`src/rtl/ap_mult_err_pkg.sv`:
```
// Shared state type and width helpers for the approximate-multiplier error sweep.
package ap_mult_err_pkg;

    typedef enum logic [1:0] {
        ST_IDLE  = 2'd0,
        ST_RUN   = 2'd1,
        ST_DRAIN = 2'd2,
        ST_DONE  = 2'd3
    } state_e;

    // Product of two w-bit operands.
    function automatic int prod_w(input int w);
        return 2 * w;
    endfunction

    // Error count: up to 2^(2w) mismatching pairs, so one bit beyond the product.
    function automatic int cnt_w(input int w);
        return 2 * w + 1;
    endfunction

    // Error sum: 2^(2w) pairs, each with an error below 2^(2w).
    function automatic int sum_w(input int w);
        return 4 * w + 1;
    endfunction

endpackage

```
`src/rtl/ap_mult_err_sweep_if.sv`:
```
// Operand/product link between the sweep engine (master) and the multiplier
// under test (slave).
//
// Handshake: op_valid qualifies op_a/op_b in the cycle it is high. There is
// no ready; the multiplier always accepts and returns prod_in a fixed number
// of cycles (DUT_LAT) after the matching op_valid cycle. Operands read 0
// whenever op_valid is low.
interface ap_mult_err_sweep_if #(
    parameter int WIDTH = 12
);
    logic [WIDTH-1:0]   op_a;
    logic [WIDTH-1:0]   op_b;
    logic               op_valid;
    logic [2*WIDTH-1:0] prod_in;

    modport master (output op_a, output op_b, output op_valid, input prod_in);
    modport slave  (input op_a, input op_b, input op_valid, output prod_in);
endinterface

```
`src/rtl/ap_mult_err_delay.sv`:
```
// Fixed-depth register pipeline with a valid bit, used to line the exact
// product up with the multiplier's latency. LAT=0 is a pure bypass.
module ap_mult_err_delay #(
    parameter int LAT = 0,
    parameter int DW  = 24
) (
    input  logic          clk,
    input  logic          rst,
    input  logic          valid_i,
    input  logic [DW-1:0] data_i,
    output logic          valid_o,
    output logic [DW-1:0] data_o
);

    generate
        if (LAT == 0) begin : g_bypass
            // Clock and reset are not needed when the pipe is bypassed.
            logic unused_clk_rst;
            assign unused_clk_rst = clk ^ rst;
            assign valid_o        = valid_i;
            assign data_o         = data_i;
        end else begin : g_pipe
            logic          valid_q [LAT];
            logic [DW-1:0] data_q  [LAT];

            // Valid shift chain; reset clears only the valids.
            always_ff @(posedge clk) begin
                if (rst) begin
                    for (int i = 0; i < LAT; i++) valid_q[i] <= 1'b0;
                end else begin
                    valid_q[0] <= valid_i;
                    for (int i = 1; i < LAT; i++) valid_q[i] <= valid_q[i-1];
                end
            end

            // Payload shift chain; qualified by the valids so it needs no reset.
            always_ff @(posedge clk) begin
                data_q[0] <= data_i;
                for (int i = 1; i < LAT; i++) data_q[i] <= data_q[i-1];
            end

            assign valid_o = valid_q[LAT-1];
            assign data_o  = data_q[LAT-1];
        end
    endgenerate

endmodule

```
`src/rtl/ap_mult_err_sweep.sv`:
```
// Exhaustive error sweep for an approximate multiplier: issues every operand
// pair, compares the returned product with the exact one and accumulates
// error count, sum of absolute error and maximum absolute error.
// Optional feature macro: AP_MULT_ERR_WORST_CAPTURE_EN adds worst_a/worst_b,
// the operands of the first pair that reached the final err_max.
module ap_mult_err_sweep
    import ap_mult_err_pkg::*;
#(
    parameter int WIDTH   = 12,
    parameter int DUT_LAT = 0
) (
    input  logic                     clk,
    input  logic                     rst,
    input  logic                     start,
    output logic                     busy,
    output logic                     done,
    output state_e                   dbg_state,
    ap_mult_err_sweep_if.master      bus,
    output logic [cnt_w(WIDTH)-1:0]  err_cnt,
    output logic [sum_w(WIDTH)-1:0]  err_sum,
    output logic [prod_w(WIDTH)-1:0] err_max
`ifdef AP_MULT_ERR_WORST_CAPTURE_EN
    ,
    output logic [WIDTH-1:0]         worst_a,
    output logic [WIDTH-1:0]         worst_b
`endif
);

    localparam int PW  = prod_w(WIDTH);
    localparam int CW  = cnt_w(WIDTH);
    localparam int SW  = sum_w(WIDTH);
    localparam int NW  = 2 * WIDTH;
    localparam int DRW = (DUT_LAT > 1) ? $clog2(DUT_LAT) : 1;
`ifdef AP_MULT_ERR_WORST_CAPTURE_EN
    localparam int DW  = PW + 2 * WIDTH;
`else
    localparam int DW  = PW;
`endif

    state_e         state_q, state_d;
    logic [NW-1:0]  pair_q, pair_d;
    logic [DRW-1:0] drain_q, drain_d;
    logic           done_q, done_d;
    logic           clear;

    logic           op_valid;
    logic [WIDTH-1:0] op_a, op_b;
    logic [PW-1:0]  exact;
    logic [DW-1:0]  dly_in, dly_out;
    logic           cmp_valid;
    logic [PW-1:0]  cmp_exact;
    logic [PW-1:0]  abs_err;

    logic [CW-1:0]  err_cnt_q, err_cnt_d;
    logic [SW-1:0]  err_sum_q, err_sum_d;
    logic [PW-1:0]  err_max_q, err_max_d;
`ifdef AP_MULT_ERR_WORST_CAPTURE_EN
    logic [WIDTH-1:0] worst_a_q, worst_a_d;
    logic [WIDTH-1:0] worst_b_q, worst_b_d;
`endif

    // Sequencer next state: pair counter walks {a,b} with b fastest.
    always_comb begin
        state_d = state_q;
        pair_d  = pair_q;
        drain_d = drain_q;
        clear   = 1'b0;
        done_d  = 1'b0;
        case (state_q)
            ST_IDLE, ST_DONE: begin
                if (start) begin
                    clear   = 1'b1;
                    pair_d  = '0;
                    state_d = ST_RUN;
                end
            end
            ST_RUN: begin
                pair_d = pair_q + NW'(1);
                if (&pair_q) begin
                    drain_d = '0;
                    state_d = (DUT_LAT == 0) ? ST_DONE : ST_DRAIN;
                end
            end
            ST_DRAIN: begin
                drain_d = drain_q + DRW'(1);
                if (drain_q == DRW'(DUT_LAT - 1)) state_d = ST_DONE;
            end
            default: state_d = ST_IDLE;
        endcase
        done_d = (state_d == ST_DONE) && (state_q != ST_DONE);
    end

    // Sequencer registers.
    always_ff @(posedge clk) begin
        if (rst) begin
            state_q <= ST_IDLE;
            pair_q  <= '0;
            drain_q <= '0;
            done_q  <= 1'b0;
        end else begin
            state_q <= state_d;
            pair_q  <= pair_d;
            drain_q <= drain_d;
            done_q  <= done_d;
        end
    end

    assign op_valid     = (state_q == ST_RUN);
    assign op_a         = op_valid ? pair_q[NW-1:WIDTH] : '0;
    assign op_b         = op_valid ? pair_q[WIDTH-1:0]  : '0;
    assign bus.op_valid = op_valid;
    assign bus.op_a     = op_a;
    assign bus.op_b     = op_b;
    assign exact        = {{WIDTH{1'b0}}, op_a} * {{WIDTH{1'b0}}, op_b};

`ifdef AP_MULT_ERR_WORST_CAPTURE_EN
    assign dly_in = {op_a, op_b, exact};
`else
    assign dly_in = exact;
`endif

    ap_mult_err_delay #(
        .LAT (DUT_LAT),
        .DW  (DW)
    ) u_delay (
        .clk     (clk),
        .rst     (rst),
        .valid_i (op_valid),
        .data_i  (dly_in),
        .valid_o (cmp_valid),
        .data_o  (dly_out)
    );

    assign cmp_exact = dly_out[PW-1:0];

    // Absolute difference between exact and returned product.
    always_comb begin
        abs_err = (cmp_exact >= bus.prod_in) ? cmp_exact - bus.prod_in
                                             : bus.prod_in - cmp_exact;
    end

    // Accumulator next state: cleared on an accepted start, updated on compare.
    always_comb begin
        err_cnt_d = err_cnt_q;
        err_sum_d = err_sum_q;
        err_max_d = err_max_q;
`ifdef AP_MULT_ERR_WORST_CAPTURE_EN
        worst_a_d = worst_a_q;
        worst_b_d = worst_b_q;
`endif
        if (clear) begin
            err_cnt_d = '0;
            err_sum_d = '0;
            err_max_d = '0;
`ifdef AP_MULT_ERR_WORST_CAPTURE_EN
            worst_a_d = '0;
            worst_b_d = '0;
`endif
        end else if (cmp_valid) begin
            err_cnt_d = err_cnt_q + CW'(abs_err != '0);
            err_sum_d = err_sum_q + SW'(abs_err);
            // Strictly greater keeps the first pair that reached the maximum.
            if (abs_err > err_max_q) begin
                err_max_d = abs_err;
`ifdef AP_MULT_ERR_WORST_CAPTURE_EN
                worst_a_d = dly_out[DW-1:DW-WIDTH];
                worst_b_d = dly_out[PW+WIDTH-1:PW];
`endif
            end
        end
    end

    // Accumulator registers.
    always_ff @(posedge clk) begin
        if (rst) begin
            err_cnt_q <= '0;
            err_sum_q <= '0;
            err_max_q <= '0;
`ifdef AP_MULT_ERR_WORST_CAPTURE_EN
            worst_a_q <= '0;
            worst_b_q <= '0;
`endif
        end else begin
            err_cnt_q <= err_cnt_d;
            err_sum_q <= err_sum_d;
            err_max_q <= err_max_d;
`ifdef AP_MULT_ERR_WORST_CAPTURE_EN
            worst_a_q <= worst_a_d;
            worst_b_q <= worst_b_d;
`endif
        end
    end

    assign busy      = (state_q == ST_RUN) || (state_q == ST_DRAIN);
    assign done      = done_q;
    assign dbg_state = state_q;
    assign err_cnt   = err_cnt_q;
    assign err_sum   = err_sum_q;
    assign err_max   = err_max_q;
`ifdef AP_MULT_ERR_WORST_CAPTURE_EN
    assign worst_a   = worst_a_q;
    assign worst_b   = worst_b_q;
`endif

endmodule

```
`src/flat_wrapper.sv`:
```
// flat-port wrapper written by rule: the top's interface ports become plain ports
module ap_mult_err_sweep_flat import ap_mult_err_pkg::*;
#(
    parameter int WIDTH   = 12,
    parameter int DUT_LAT = 0
)
  (clk, rst, start, busy, done, dbg_state, err_cnt, err_sum, err_max, bus_op_a, bus_op_b, bus_op_valid, bus_prod_in);
  ap_mult_err_sweep_if #(.WIDTH(WIDTH)) bus_i ();
  input  logic clk;
  input  logic rst;
  input  logic start;
  output logic busy;
  output logic done;
  output state_e dbg_state;
  output logic [cnt_w(WIDTH)-1:0] err_cnt;
  output logic [sum_w(WIDTH)-1:0] err_sum;
  output logic [prod_w(WIDTH)-1:0] err_max;
  output wire logic [$bits(bus_i.op_a)-1:0] bus_op_a;
  output wire logic [$bits(bus_i.op_b)-1:0] bus_op_b;
  output wire logic [$bits(bus_i.op_valid)-1:0] bus_op_valid;
  input wire logic [$bits(bus_i.prod_in)-1:0] bus_prod_in;
  assign bus_op_a = bus_i.op_a;
  assign bus_op_b = bus_i.op_b;
  assign bus_op_valid = bus_i.op_valid;
  assign bus_i.prod_in = bus_prod_in;
  ap_mult_err_sweep #(.WIDTH(WIDTH), .DUT_LAT(DUT_LAT)) u_core (.clk(clk), .rst(rst), .start(start), .busy(busy), .done(done), .dbg_state(dbg_state), .bus(bus_i), .err_cnt(err_cnt), .err_sum(err_sum), .err_max(err_max));
endmodule
```
`config.mk`:
```
export PLATFORM = sky130hd
export DESIGN_NAME = ap_mult_err_sweep_flat
export DESIGN_NICKNAME = d
export VERILOG_FILES = /design/src/rtl/ap_mult_err_pkg.sv /design/src/rtl/ap_mult_err_sweep_if.sv /design/src/rtl/ap_mult_err_delay.sv /design/src/rtl/ap_mult_err_sweep.sv /design/src/flat_wrapper.sv
export SDC_FILE = /design/constraint.sdc
export NUM_CORES = 1
export LEC_CHECK = 0
export CAP_MARGIN = 20
export CORE_ASPECT_RATIO = 1.1
export CORE_MARGIN = 2
export CORE_UTILIZATION = 35
export DETAILED_ROUTE_END_ITERATION = 7
export MAX_ROUTING_LAYER = met4
export SETUP_SLACK_MARGIN = 0.4
export SYNTH_ARGS = -nofsm -noshare
export SYNTH_HDL_FRONTEND = slang
export SYNTH_SLANG_ARGS = --single-unit
```
`constraint.sdc`:
```
create_clock -name clk -period 13.2 [get_ports clk]
set_input_delay 3.96 -clock clk [delete_from_list [all_inputs] [get_ports clk]]
set_output_delay 3.96 -clock clk [all_outputs]
set_load 0.05 [all_outputs]
```
==> summary.md, run 1 <==
| Metric | Value |
|---|---|
| CP arrival | `12.29 ns` |
| Worst-skew pair later-pin latency | `0.45 ns` |
| Sink Count | `126` |
| Clk pin slew, worst setup/hold paths | `0.06 ns` |
| Family with the most delay on the worst path | `compound AO/OA/AOI/OAI gates` |
| Most frequent cells in the layout | `inv_1 (232), nand2_1 (186), ha_1 (164)` |
| Power share of the sequential group | `0.331` |
| Layout cells sized above 1 | `0.0437` |
| Setup violators final | `0` |
| Number of synthesized register bits | `126` |
| # fillers | `4145` |
| Internal cell power | `799 uW` |
| Clock Path Buffers | `2` |
| Cell area after synthesis | `14500 um^2` |
| Post-synth EDFFs | `0` |
| Sw Share | `0.353` |
| Skew final | `0.0137 ns` |
| Headroom to the max-slew limit | `0.243` |
| Least-Margin Pin Slew | `1.14 ns` |
| Setup repair after global routing missed its margin | `false` |
| DIE AREA | `43100 um^2` |
| Crit path time final | `11.91 ns` |
| Drt pass-1 iters | `5` |
| Rows | `78` |
| Cts-stage hold buffer count | `0` |
| WP data required | `13.59 ns` |
| Avg WL per Cell | `16.4 um` |
| Vias in the first global route | `12.8k` |
| Syn Area/Cell | `8.01 um^2` |
| Congestion Overflow GR | `0` |
| H-Tree Depth | `4` |
| Post-detail-place hpwl | `31.4 mm` |
| Critical path peak fanout | `24` |
| IO Port Bufs | `153` |
| Critical path class | `register to register` |
| CTS tree | `built` |
| Via/cell ratio | `5.19` |
| Comb power frac | `0.270` |
| Outcome | `completed` |
| Clock buffer count from CTS | `17` |
| Most common cell after layout, fill and taps aside | `inv_1` |
| MaxCap Viol Count | `0` |
| Library cells used by synthesis | `82` |
| Synth Warn # | `0` |
| Final Wtd Congestion | `0.907` |
| Psw | `436 uW` |
| Starting DRT DRC Count | `766` |
| Core Region | `41100 um^2` |
| Clock power frac | `0.399` |
| Fin crit share | `0.902` |
| Tot GR Track Use | `0.198` |
| LEAKAGE | `0.00771 uW` |
| Nets | `2205` |
| Hold violation total from the final report | `0` |
| Initial cell density of the core | `0.353` |
| Initial antenna violation count | `3` |
| Die width | `198 um` |
| Ports | `154` |
| CP Buf/Inv Count | `5` |
| Setup TNS | `0 ns` |
| Routed Antenna Nets | `0` |
| Worst VDD drop | `0.0000660 V` |
| Max Slew Vio Count | `0` |
| P per Cell Area | `71.8 nW/um^2` |
| Placed insts | `2445` |
| Fraction of registers with async set/reset | `0` |
| CP max stage cell | `fa_1` |
| First-pass GRT wire length | `66.5 mm` |
| Largest net degree at the start of global routing | `101` |
| Area Overhead vs Synth | `18.6%` |
| Vias | `12.9k` |
| Setup crit end kind | `register` |
| Routed WL | `40.7 mm` |
| Fin cells | `2486` |
| HP Class | `register to register` |
| Startpoint types | `register` |
| Hold WS | `0.476 ns` |
| Fmax | `84.0 MHz` |
| Syn Inst Count | `1811` |
| Die height | `218 um` |
| # DRC | `0` |
| Root Driver | `clkbuf_16` |
| Net count after synthesis | `2106` |
| Top_reg_cell synth | `dfxtp_1` |
| Sequential area share after synthesis | `0.174` |
| Worst path max stage delay | `0.57 ns` |
repair_timing:
| item | 4_1_cts | 5_1_grt |
|---|---|---|
| setup endpoints to repair | 0 | 54 |
| resized for setup | 0 | 9 |
| buffers inserted | 0 | 6 |
worst min-delay path: cells and delay by family (launching register included):
kind	cells	cell delay, ns
DFF	1	0.32
and+or+nand+nor	1	0.05
muxes	1	0.05
power by group through the flow:
| stage | logic [uW] | registers, uW | clock network [uW] |
|---|---|---|---|
| final | 334 | 409 | 493 |
| after global routing | 367 | 411 | 523 |
| after CTS | 331 | 409 | 507 |
| after detailed placement | 328 | 418 | 0 |
| after global placement | 324 | 417 | 0 |
| after floorplan | 199 | 451 | 0 |
synthesized netlist by cell type (5+ instances only):
cell / count / share of area
nand4_1: 28 / 0.012
a21o_1: 24 / 0.012
nand3_1: 53 / 0.018
a21oi_1: 88 / 0.030
clkbuf_1: 71 / 0.018
a2111o_1: 5 / 0.0039
nand2b_1: 15 / 0.0065
ha_1: 165 / 0.14
o21ai_0: 70 / 0.024
nand2_1: 187 / 0.048
nor3_1: 21 / 0.0072
nor2_1: 135 / 0.035
nand3b_1: 5 / 0.0026
nor2b_1: 20 / 0.0086
o211ai_1: 17 / 0.0088
dfxtp_1: 126 / 0.17
inv_1: 232 / 0.060
a31oi_1: 15 / 0.0065
and3_1: 79 / 0.034
or4_1: 18 / 0.0093
o21a_1: 10 / 0.0052
xor2_1: 51 / 0.031
xnor2_1: 47 / 0.028
fa_1: 103 / 0.14
o21bai_1: 14 / 0.0072
and2_1: 31 / 0.013
mux2i_1: 51 / 0.035
buf_1: 9 / 0.0023
or3_1: 17 / 0.0073
and4_1: 5 / 0.0030
nor4_1: 8 / 0.0034
buf_2: 7 / 0.0024
a211oi_1: 6 / 0.0031
through the flow:
stage / total power, uW / utilization / area, um^2 / worst slack (ns)
after floorplan: 650 / - / 14500 / 0.440
after global placement: 741 / 0.401 / 16500 / 1.05
after detailed placement: 746 / 0.401 / 16500 / 0.862
after CTS: 1250 / 0.416 / 17100 / 0.811
after global routing: 1300 / 0.419 / 17200 / 0.392
final: 1240 / 0.419 / 17200 / 1.29
routing by layer:
layer  vias to the layer above  global-route usage  part of all wire
met5                         -                   -                 0
met4                         0              0.0546             0.019
met3                        56              0.0365             0.047
met2                       275               0.317              0.48
met1                      6256               0.256              0.46
li1                       6324                   -                 -
cells by family (layout without fill, tap and decap cells):
kind of cell	count (synthesis)	count (layout)	synth area share
other cells	0	3	0
buf+inv	322	434	0.0852
fa+ha+maj	270	270	0.286
compound gates	305	305	0.140
simple gates	635	635	0.218
flops	126	126	0.174
mux	55	55	0.0386
xor+xnor	98	98	0.0592
state kept, by name (all words and copies together), names as in the netlist:
register and count:
u_core.pair_q 24, u_core.err_sum 49, u_core.done 1, u_core.err_max 24, u_core.drain_q 1, u_core.dbg_state 2, u_core.err_cnt 25
area by class of cell:
cell class	count	area, um^2	area share
sequential	126	2520	0.147
antenna	3	7.51	0.000436
timing repair buffer	170	1680	0.0976
clock buffer	17	425	0.0247
inverter	232	871	0.0506
multi-input combinational	1363	10800	0.629
clock inverter	15	176	0.0103
tap	560	701	0.0407
path summary, 6_finish.rpt:
kind | startpoint | endpoint | slack (ns) | cells past startpoint
worst max-delay path | u_core.dbg_state[0] | u_core.err_sum[38] | 1.29 | 47
worst max register to register | u_core.dbg_state[0] | u_core.err_sum[38] | 1.29 | 47
worst min register to register | u_core.err_sum[48] | u_core.err_sum[48] | 0.48 | 2
worst min-delay path | u_core.err_sum[48] | u_core.err_sum[48] | 0.48 | 2
Power figures use the tool's default switching activity.
==> run 2: changes to the inputs <==
CORE_ASPECT_RATIO = 1.5   (was 1.1)
==> summary.md, run 2 (synthesis results as in run 1) <==
| Metric | Value |
|---|---|
| CP max stage cell | `nor4_1` |
| Most common cell after layout, fill and taps aside | `inv_1` |
| Worst-skew pair later-pin latency | `0.44 ns` |
| Die width | `170 um` |
| Skew final | `0.0131 ns` |
| Post-place instance area | `16500 um^2` |
| Max Slew Vio Count | `0` |
| # fillers | `4147` |
| Metal-1 WL | `17.4 mm` |
| Ports | `154` |
| Startpoint types | `register` |
| Rows | `91` |
| Initial antenna violation count | `0` |
| Worst VDD drop | `0.0000661 V` |
| CP Buf/Inv Count | `7` |
| Stages on the worst setup path | `48` |
| Multi-input logic area | `10800 um^2` |
| Routed wl met3 | `1.36 mm` |
| Most frequent cells in the layout | `inv_1 (232), nand2_1 (186), ha_1 (164)` |
| Via/cell ratio | `5.29` |
| R2R depth | `48` |
| Area Overhead vs Synth | `18.6%` |
| Diodes inserted | `0` |
| Cts-stage hold buffer count | `0` |
| Drt pass-1 iters | `5` |
| Top Layer Used | `met4` |
| Routed WL | `41.9 mm` |
| Die height | `253 um` |
| Post-detail-place hpwl | `33.1 mm` |
| Critical path class | `register to register` |
| Setup TNS | `0 ns` |
| Vias in the first global route | `12.8k` |
| # DRC | `0` |
| Routed met2 length | `21.5 mm` |
| Setup crit end kind | `register` |
| DIE AREA | `43100 um^2` |
| Finished Cell Area | `17200 um^2` |
| Starting DRT DRC Count | `722` |
| Vias | `12.9k` |
| Root Driver | `clkbuf_16` |
| Fin cells | `2442` |
| Crit path time final | `11.99 ns` |
| HP Class | `register to register` |
| Family with the most delay on the worst path | `adder cells` |
| Fin crit share | `0.908` |
| Register area | `2520 um^2` |
| Outcome | `completed` |
| Largest net degree at the start of global routing | `75` |
| Congestion Overflow GR | `0` |
| First-pass GRT wire length | `67.4 mm` |
| LEAKAGE | `0.00776 uW` |
| Avg WL per Cell | `17.2 um` |
| Critical path peak fanout | `27` |
| Largest register FFs | `49` |
| Clock buffer count from CTS | `17` |
| Clock Path Buffers | `2` |
| H-Tree Depth | `4` |
| Setup repair after global routing missed its margin | `true` |
| Headroom to the max-slew limit | `0.420` |
| Least-Margin Pin Slew | `0.870 ns` |
| Tot GR Track Use | `0.203` |
| Hold path cells | `2` |
| P per Cell Area | `71.5 nW/um^2` |
| CP arrival | `12.27 ns` |
| Initial cell density of the core | `0.354` |
| Core Region | `41000 um^2` |
| WP data required | `13.49 ns` |
| Nets | `2213` |
| Sink Count | `126` |
| Hold WS | `0.473 ns` |
| Fmax | `83.4 MHz` |
| Layout cells sized above 1 | `0.0456` |
| Final Wtd Congestion | `0.918` |
| Placed insts | `2405` |
| Worst path max stage delay | `0.61 ns` |
| Hold violation total from the final report | `0` |
| IO Port Bufs | `153` |
| MaxCap Viol Count | `0` |
| Routed Antenna Nets | `0` |
| Setup violators final | `0` |
| CTS tree | `built` |
| Clk pin slew, worst setup/hold paths | `0.07 ns` |
[run 2: per-layer routing]
layer / vias up / track usage
met5: - / -
met2: 291 / 0.354
met4: 0 / 0.0835
met1: 6214 / 0.235
met3: 94 / 0.0252
li1: 6326 / -
[run 2: worst paths after layout]
kind / startpoint / endpoint / slack, ns
min reg2reg: u_core.err_sum[48] / u_core.err_sum[48] / 0.47
min: u_core.err_sum[48] / u_core.err_sum[48] / 0.47
max reg2reg: u_core.dbg_state[0] / u_core.err_max[13] / 1.21
max: u_core.dbg_state[0] / u_core.err_max[13] / 1.21
[run 2: layout make-up]
| class | instances | share of cell area |
|---|---|---|
| inverter | 232 | 0.0506 |
| sequential | 126 | 0.147 |
| timing repair buffer | 178 | 0.102 |
| tap | 511 | 0.0372 |
| clock inverter | 13 | 0.00902 |
| clock buffer | 19 | 0.0258 |
| multi-input combinational | 1363 | 0.628 |
[run 2: power breakdown]
| group | total, uW | internal (uW) | switching, uW | leakage (uW) |
|---|---|---|---|---|
| sequential | 409 | 393 | 16.5 | 0.00102 |
| clock | 484 | 287 | 197 | 0.000290 |
| combinational | 336 | 124 | 212 | 0.00646 |
[run 2: what timing repair did]
item / in CTS / in global routing
endpoints found under the setup margin: 0 / 60
buffers inserted: 0 / 5
gates resized for setup: 0 / 5
[run 2: stage by stage]
stage	power, uW	setup WS (ns)	util
5_1_grt	1290	0.371	0.420
3_3_place_gp	744	1.03	0.402
6_report	1230	1.21	0.420
3_5_place_dp	748	0.845	0.402
2_1_floorplan	650	0.440	-
4_1_cts	1240	0.812	0.417
[run 2: worst reg2reg max path, delay by kind of cell (launching register included)]
kind,cells,cell delay [ns]
flops,1,0.47
fa+ha+maj,9,3.69
simple gates,13,3.05
compound gates,15,2.85
mux,2,0.41
xor+xnor,2,0.62
buf+inv,7,0.74
==> run 3: changes to the inputs <==
CORE_ASPECT_RATIO = default   (was 1.5)
CORE_UTILIZATION = 59   (was 35)
PLACE_DENSITY = 0.83   (was default)
==> summary.md, run 3 (synthesis results as in run 1) <==
| Metric | Value |
|---|---|
| HP Class | `register to register` |
| Vias | `13.3k` |
| Starting DRT DRC Count | `902` |
| Family with the most delay on the worst path | `simple AND/OR/NAND/NOR gates` |
| DIE AREA | `25900 um^2` |
| Setup repair after global routing missed its margin | `false` |
| CP Buf/Inv Count | `4` |
| Avg WL per Cell | `17.1 um` |
| Fmax | `82.9 MHz` |
| P per Cell Area | `73.7 nW/um^2` |
| Initial antenna violation count | `3` |
| CP arrival | `12.35 ns` |
| Die width | `161 um` |
| Startpoint types | `register` |
| CP most frequent cell | `ha_1` |
| Sink Count | `126` |
| Most frequent cells in the layout | `inv_1 (232), nand2_1 (186), ha_1 (164)` |
| Worst VDD drop | `0.0000878 V` |
| Headroom to the max-slew limit | `0.257` |
| Clock Path Buffers | `2` |
| Via/cell ratio | `5.92` |
| IO Port Bufs | `153` |
| Routed Antenna Nets | `0` |
| Placed insts | `2207` |
| # DRC | `0` |
| Die height | `161 um` |
| Final Wtd Congestion | `0.919` |
| CTS tree | `built` |
| Setup crit end kind | `register` |
| Initial cell density of the core | `0.598` |
| Fin crit share | `0.914` |
| Critical path peak fanout | `22` |
| Ports | `154` |
| Max Slew Vio Count | `0` |
| H-Tree Depth | `4` |
| Routed WL | `38.5 mm` |
| Cts-stage hold buffer count | `0` |
| Critical path class | `register to register` |
| Root Driver | `clkbuf_16` |
| Worst-skew pair later-pin latency | `0.45 ns` |
| Area Overhead vs Synth | `16.5%` |
| Core Region | `24200 um^2` |
| Rows | `57` |
| Hold violation total from the final report | `0` |
| First-pass GRT wire length | `61.9 mm` |
| Vias in the first global route | `12.9k` |
| Largest net degree at the start of global routing | `103` |
| Most common cell after layout, fill and taps aside | `inv_1` |
| Skew final | `0.0212 ns` |
| Setup TNS | `0 ns` |
| Nets | `2203` |
| Outcome | `completed` |
| Clk pin slew, worst setup/hold paths | `0.07 ns` |
| Setup violators final | `0` |
| Largest register FFs | `49` |
| Tot GR Track Use | `0.301` |
| WP data required | `13.48 ns` |
| Least-Margin Pin Slew | `1.11 ns` |
| Post-detail-place hpwl | `28.6 mm` |
| MaxCap Viol Count | `0` |
| Fin cells | `2248` |
| LEAKAGE | `0.00772 uW` |
| Clock buffer count from CTS | `17` |
| Crit path time final | `12.07 ns` |
| Worst path max stage delay | `0.67 ns` |
| Congestion Overflow GR | `0` |
| Layout cells sized above 1 | `0.0411` |
| Drt pass-1 iters | `5` |
| CP max stage cell | `a2111oi_0` |
-- run 3: path summary, 6_finish.rpt --
check	start	end	slack (ns)	cells after the start
setup / recovery	u_core.dbg_state[0]	u_core.err_cnt[22]	1.13	47
hold reg to reg	u_core.err_sum[48]	u_core.err_sum[48]	0.48	2
hold / removal	u_core.err_sum[48]	u_core.err_sum[48]	0.48	2
setup reg to reg	u_core.dbg_state[0]	u_core.err_cnt[22]	1.13	47
-- run 3: cell type report --
cell class | instances | area [um^2]
timing repair buffer | 167 | 1660
clock inverter | 15 | 188
inverter | 232 | 871
fill | 1948 | 7350
antenna | 3 | 7.51
clock buffer | 17 | 425
tap | 324 | 405
multi-input combinational | 1364 | 10800
sequential | 126 | 2520
-- run 3: report_power, final --
group	switching, uW	internal, uW
clock network	225	273
registers	15.8	392
logic	214	124
total	455	790
-- run 3: timing repair --
item                       4_1_cts  5_1_grt
hold endpoints to repair         0        0
buffers inserted                 0        5
setup endpoints to repair        0       76
gates resized for setup          0        4
-- run 3: through the flow --
step | hold WS (ns) | area [um^2] | total power, uW | setup WS (ns) | utilization
3_5_place_dp | 0.469 | 16200 | 740 | 0.568 | 0.667
6_report | 0.478 | 16900 | 1240 | 1.13 | 0.697
4_1_cts | 0.486 | 16800 | 1240 | 0.529 | 0.692
3_3_place_gp | 0.456 | 16200 | 733 | 0.973 | 0.667
2_1_floorplan | 0.442 | 14500 | 650 | 0.440 | -
5_1_grt | 0.507 | 16900 | 1290 | 0.405 | 0.697
-- run 3: metal layers --
metal  track usage  share of wire
met5             -              0
met2         0.490           0.48
met3        0.0540          0.062
met4         0.101          0.027
met1         0.380           0.43
-- run 3: worst reg2reg max path: cells and delay by family, from the launching register on --
kind,cells,cell delay [ns]
compound gates,13,2.87
simple gates,17,3.91
fa+ha+maj,10,3.87
flops,1,0.47
buf+inv,4,0.22
xor+xnor,3,0.57
